`config.mk`:
```
export PLATFORM = sky130hd
export DESIGN_NAME = ttl_gate_bank_reg
export DESIGN_NICKNAME = d
export VERILOG_FILES = /design/src/rtl/ttl_gate_bank_reg.sv
export SDC_FILE = /design/constraint.sdc
export NUM_CORES = 1
export LEC_CHECK = 0
export BUFFER_PORTS_ARGS = -buffer_cell sky130_fd_sc_hd__buf_2
export CORE_UTILIZATION = 30
export CTS_BUF_LIST = sky130_fd_sc_hd__clkbuf_8 sky130_fd_sc_hd__clkbuf_16
export DETAILED_ROUTE_END_ITERATION = 10
export GPL_ROUTABILITY_DRIVEN = 1
export PLACE_DENSITY_LB_ADDON = 0.3
export SYNTH_ARGS = -nofsm -noshare
export SYNTH_HDL_FRONTEND = slang
export SYNTH_SLANG_ARGS = --single-unit
```
`constraint.sdc`:
```
create_clock -name i_clk -period 1.9 [get_ports i_clk]
set_input_delay 0.19 -clock i_clk [delete_from_list [all_inputs] [get_ports i_clk]]
set_output_delay 0.19 -clock i_clk [all_outputs]
set_load 0.02 [all_outputs]
```
`src/rtl/ttl_gate_bank_reg.sv`:
```
`default_nettype none
// ============================================================================
//  Module   : ttl_gate_bank_reg
//  Purpose  : Bank of CHANNELS function-selectable WIDTH-bit gates feeding a
//             single valid/ready pipeline register, with a wrapping count of
//             accepted inputs.
//  Revision : 1.0  initial release
// ============================================================================
module ttl_gate_bank_reg #(
   parameter int CHANNELS          = 4,
   parameter int WIDTH             = 1,
   parameter int PROPAGATION_DELAY = 10,
   parameter int COUNT_WIDTH       = 16
) (
   input  logic                         i_clk,
   input  logic                         i_rst,
   input  logic                         i_mode_load,
   input  logic [2:0]                   i_mode_in,
   output logic [2:0]                   o_mode,
   input  logic [CHANNELS*WIDTH-1:0]    i_a,
   input  logic [CHANNELS*WIDTH-1:0]    i_b,
   input  logic                         i_in_valid,
   output logic                         o_in_ready,
   output logic [CHANNELS*WIDTH-1:0]    o_y,
   output logic                         o_out_valid,
   input  logic                         i_out_ready,
   output logic [COUNT_WIDTH-1:0]       o_xfer_count
);

   localparam int c_BITS = CHANNELS * WIDTH;

   localparam logic [2:0] c_MODE_AND  = 3'b000;
   localparam logic [2:0] c_MODE_OR   = 3'b001;
   localparam logic [2:0] c_MODE_NAND = 3'b010;
   localparam logic [2:0] c_MODE_NOR  = 3'b011;
   localparam logic [2:0] c_MODE_XOR  = 3'b100;
   localparam logic [2:0] c_MODE_XNOR = 3'b101;
   localparam logic [2:0] c_MODE_PASS = 3'b110;
   localparam logic [2:0] c_MODE_INV  = 3'b111;

   localparam logic [COUNT_WIDTH-1:0] c_COUNT_ONE = {{(COUNT_WIDTH-1){1'b0}}, 1'b1};

   typedef enum logic {
      ST_EMPTY = 1'b0,
      ST_FULL  = 1'b1
   } state_t;

   // The clock-to-output delay belongs to the simulation model of the part;
   // synthesized outputs are driven directly. A negative delay is meaningless.
   generate
      if (PROPAGATION_DELAY < 0) begin : g_bad_delay
         $error("ttl_gate_bank_reg: PROPAGATION_DELAY must be non-negative");
      end
   endgenerate

   state_t                   r_state;
   state_t                   w_state_next;
   logic [2:0]               r_mode;
   logic [c_BITS-1:0]        r_y;
   logic [c_BITS-1:0]        w_result;
   logic [COUNT_WIDTH-1:0]   r_xfer_count;
   logic                     w_in_ready;
   logic                     w_accept;
   logic                     w_drain;

   // Handshake qualifiers: a full register that is being drained can accept
   // in the same cycle, giving one result per clock.
   always_comb begin
      w_in_ready = (r_state == ST_EMPTY) || i_out_ready;
      w_accept   = i_in_valid && w_in_ready;
      w_drain    = (r_state == ST_FULL) && i_out_ready;
   end

   // Selected logic function, applied bitwise across all channels at once;
   // X/Z on the operands propagates through the operators unmasked.
   always_comb begin
      w_result = '0;
      case (r_mode)
         c_MODE_AND  : w_result =   i_a & i_b;
         c_MODE_OR   : w_result =   i_a | i_b;
         c_MODE_NAND : w_result = ~(i_a & i_b);
         c_MODE_NOR  : w_result = ~(i_a | i_b);
         c_MODE_XOR  : w_result =   i_a ^ i_b;
         c_MODE_XNOR : w_result = ~(i_a ^ i_b);
         c_MODE_PASS : w_result =   i_a;
         c_MODE_INV  : w_result =  ~i_a;
         default     : w_result = '0;
      endcase
   end

   // Next-state: accept always fills, a drain without accept empties.
   always_comb begin
      w_state_next = r_state;
      case (r_state)
         ST_EMPTY : if (w_accept) w_state_next = ST_FULL;
         ST_FULL  : if (w_drain && !w_accept) w_state_next = ST_EMPTY;
         default  : w_state_next = ST_EMPTY;
      endcase
   end

   // State register; reset discards any held result.
   always_ff @(posedge i_clk) begin
      if (i_rst) r_state <= ST_EMPTY;
      else       r_state <= w_state_next;
   end

   // Mode register; an accept on the loading edge still sees the old mode.
   always_ff @(posedge i_clk) begin
      if (i_rst)            r_mode <= c_MODE_AND;
      else if (i_mode_load) r_mode <= i_mode_in;
   end

   // Result register: only updated on accept, so a mode change never alters it.
   always_ff @(posedge i_clk) begin
      if (i_rst)         r_y <= '0;
      else if (w_accept) r_y <= w_result;
   end

   // Accepted-input counter, wrapping silently.
   always_ff @(posedge i_clk) begin
      if (i_rst)         r_xfer_count <= '0;
      else if (w_accept) r_xfer_count <= r_xfer_count + c_COUNT_ONE;
   end

   assign o_mode       = r_mode;
   assign o_y          = r_y;
   assign o_out_valid  = (r_state == ST_FULL);
   assign o_in_ready   = w_in_ready;
   assign o_xfer_count = r_xfer_count;

endmodule
`default_nettype wire
```
After elaboration in Yosys (flattened, before gate mapping)
Index checks and enable logic that the tools add are counted.

Flip-flop bits (word level): 24. Bits of input ports: 16. Output and inout port bits: 25. Logic and storage cells: 30.

$add $sub $neg: 1. Equality and inequality tests: 7. Mux-type cells: 4. Bitwise gates (word level): 8. Reductions and logical operators: 6.

Operator list (number): one-hot mux 4 bit (8 select lines) (1); adder 16 x 1 -> 16 bit, second input constant (1); inverter 4 bit (4); == test 3 bit, second input constant (4); == test 3 x 2 -> 1 bit, second input constant (2); AND 4 bit (1); bitwise OR 4 bit (1); bitwise XOR 4 bit (1); == test 3 x 1 -> 1 bit, second input constant (1); logical AND 1 bit (3); zero test 3 bit (1); 2-to-1 mux 1 bit (2); one-hot mux 1 bit (2 select lines) (1); zero test 1 bit (1); logical OR 1 bit (1); inverter 1 bit (1).

Logic depth before layout (Yosys ltp)
Depth in word-level cells: 7. Depth in mapped cells: 6. Depth with buffers taken out: 6.

Worst setup path after synthesis
No wires, ideal clock.

Path type: reg-to-reg. Start: reg r_xfer_count[4], in the netlist o_xfer_count[4]. End: reg r_xfer_count[13], in the netlist o_xfer_count[13]. Setup time: 0.070 ns. Arrival time: 1.588 ns. Required time: 1.830 ns. Setup slack: 0.242 ns. Stages on the path, launching flop included: 6. Buffers on the path: 1. Period minus slack after synthesis: 1.658 ns. Cells stage by stage: dfxtp_1 > and4_4 > nand3_4 > buf_6 > or4_1 > a21oi_1.

Longest elaborated chain between the ends: 1.

RTL lines: from (decl) (RTL line 61) `logic [COUNT_WIDTH-1:0] r_xfer_count;`; from (signal assigned) (RTL line 122) `else if (w_accept) r_xfer_count <= r_xfer_count + c_COUNT_ONE;`; adder 16 x 1 -> 16 bit (RTL line 122).

Every way passes these cells. A chain may end at the register's enable or synchronous reset.

Final worst setup path
Start: reg r_xfer_count[0], in the netlist o_xfer_count[0]. End: reg r_xfer_count[14], in the netlist o_xfer_count[14].

Same word-level chain as after synthesis.

==> impl_metrics.toml <==
[detailed_routing]
num_vias = 1401
ant_nets = 0
detail_route.iter0.violations = 66
avgRoutedWirePerCell_um = 11.28
drc_errors = 0
avgViaCountPerCell = 4.916
routed_wl_um = 3216
drtPass1Iterations = 4

[timing]
min_period_over_period = 0.8961
timing.setup.tns_ps = 0
slew_headroom = 0.6810
min_period_ps = 1703
rsz0062_at_grt = "false"
whs_ps = 164.0
report.final.setup_viol = 0
finalHoldViolations = 0
clock.fmax_mhz = 587.4
fin_skew_ps = 7.951
final_max_slew_viol_count = 0
worst-slew-pin-transition_ps = 478.4

[worst_setup_path]
cp.arrival_ps = 1900
path_cells = "ha_1 -> nand4_1 -> or4_1 -> a21oi_1"
max_stage_delay_ps = 580
r2r_setup_slack_ps = 200
cpLargestDelayFamily = "simple AND/OR/NAND/NOR gates"
r2r-end = "o_xfer_count[14]"
path_buf_inv = 0
r2r_cells = 4
start_kind = "flop"
critPathMaxFanout = 12
crit_required_ps = 2100
crit_type = "reg2reg"
slowest_stage = "or4_1"
r2r-start = "o_xfer_count[0]"
end_kind = "flop"

[hold_path]
whs_path_depth = 3
hold_path.startpoint = "i_mode_in[0]"
hold_class = "in2reg"
holdPathEnd = "o_mode[0]"

[power_and_ir_drop]
p_leak_nw = 0.7613
p_per_area_nw_per_um2 = 649.2
ir_drop_v = 0.0002987

[synthesis]
synth.avg_cell_area_um2 = 8.092
synth-edff-count = 0
synth-seq-cells = 24
ys_types = 33
synth_area_um2 = 1473
yosysSeqAreaShare = 0.3263
ys_top_cells_by_count = "dfxtp_1 (24), a21oi_1 (17), inv_1 (15), nand2_1 (15), nor2_1 (11)"
synth_cells = 182
synth.net_count = 207
yosysTopAreaCell = "dfxtp_1"
synth-async-reset-ratio = 0
ys.flop_type = "dfxtp_1"
synth.area.top_cells = "dfxtp_1 (33%), ha_1 (7.6%), a21oi_1 (5.8%)"
synth.most_common_cell = "dfxtp_1"
yosys_warnings = 0
netlist.area_leader.share = 0.3263

[clock_network]
cts_resized = 0
post_cts_buffers = 0
cts_tree = "done"
clock-sinks = 24
root_buffer = "clkbuf_8"
cts_buffers = 3
clock_tree.buffer_depth = 2
htreeDepth = 1
path_clk_slew_ps = 90
hold_buffers = 0
clk_latency_ps = 260

[placed_design]
hpwlAfterDp_um = 2398
io_buffers = 40
place_congestion = 0.7818
dpl.cell_count = 281

[floorplanning]
core_um2 = 4723
die_w_um = 72.07
start_util = 0.3118
ios = 41
die_area_um2 = 5193
die_h_um = 72.07
num_rows = 25

[grt]
track_usage = 0.1262
grt-ovfl-total = 0
grt_pass1_vias = 1192
grt_pass1_wl_um = 5278
antenna_found_initial = 0
grt_max_degree = 29

[flow_run]
cap_violations = 0

[cells_and_area]
seq_area_um2 = 480.5
multi_input_area_um2 = 877.1
fin_util = 0.3809
final_nets = 244
n_fill_cell = 508
drive_gt1_frac = 0.2569
syn_to_final_growth_pct = 22.18
layoutNonFillerInstCount = 285
insertedDiodeCount = 0

[run_status]
status = "finished clean"
-- worst max-delay path by stage --
stage | from | end | slack (ps) | depth (start not counted)
after floorplan | o_xfer_count[4] | o_xfer_count[13] | 240 | 5
after global placement | o_xfer_count[0] | o_xfer_count[12] | 280 | 4
after detailed placement | o_xfer_count[0] | o_xfer_count[14] | 220 | 4
after CTS | o_xfer_count[0] | o_xfer_count[14] | 200 | 4
after global routing | o_xfer_count[0] | o_xfer_count[14] | 40 | 4
final | o_xfer_count[0] | o_xfer_count[14] | 200 | 4
-- area by class of cell --
type,instances,area share
Multi-Input combinational cell,131,0.4875
Sequential cell,24,0.2670
Clock buffer,3,0.02295
Timing Repair Buffer,44,0.1280
Inverter,15,0.03129
Clock inverter,1,0.01669
Tap cell,67,0.04659
-- cell usage in the layout, fill, tap and decap left out, types with 5 or more instances in the layout --
cell	count
o21ai_0	5
o31ai_1	6
or3_1	5
buf_2	40
inv_1	15
nor2_1	11
dfxtp_1	24
a21oi_1	17
nand3_1	6
ha_1	9
or4_1	6
nand2_1	15
nand2b_1	6
-- layer usage --
layer,track usage,wire (um),up-vias
met5,0,0,-
met1,0.1670,1641,628
met3,0.03056,116,2
met4,0.03268,23,0
met2,0.2056,1435,33
li1,-,-,738
-- stage by stage --
step	cell area [um2]	total power, mW	setup slack, ps
floorplan	1473	0.6751	242.0
global placement	1728	0.7364	275.5
detailed placement	1728	0.7374	220.7
CTS	1799	1.191	195.7
global route	1799	1.233	35.52
finish	1799	1.168	197.5
-- power by group --
part	internal, mW	total [mW]	switching [mW]
sequential	0.520	0.540	0.0198
combinational	0.0780	0.184	0.106
clock	0.281	0.445	0.163
-- flip-flops by register name, indices dropped and copies added, names as in the netlist --
signal        cells
o_mode            3
o_out_valid       1
o_xfer_count     16
o_y               4
-- worst register-to-register path, cell delays in order (launching register included) --
cell     delay (ps)
dfxtp_1         400
ha_1            190
nand4_1         330
or4_1           580
a21oi_1         150
-- kinds of logic after synthesis --
group	share of synthesized area
mux	0.02039
simple gates	0.2982
fa+ha+maj	0.07647
buf+inv	0.07816
compound gates	0.1767
xor+xnor	0.02379
flops	0.3263
(Power assumes the default switching activity.)
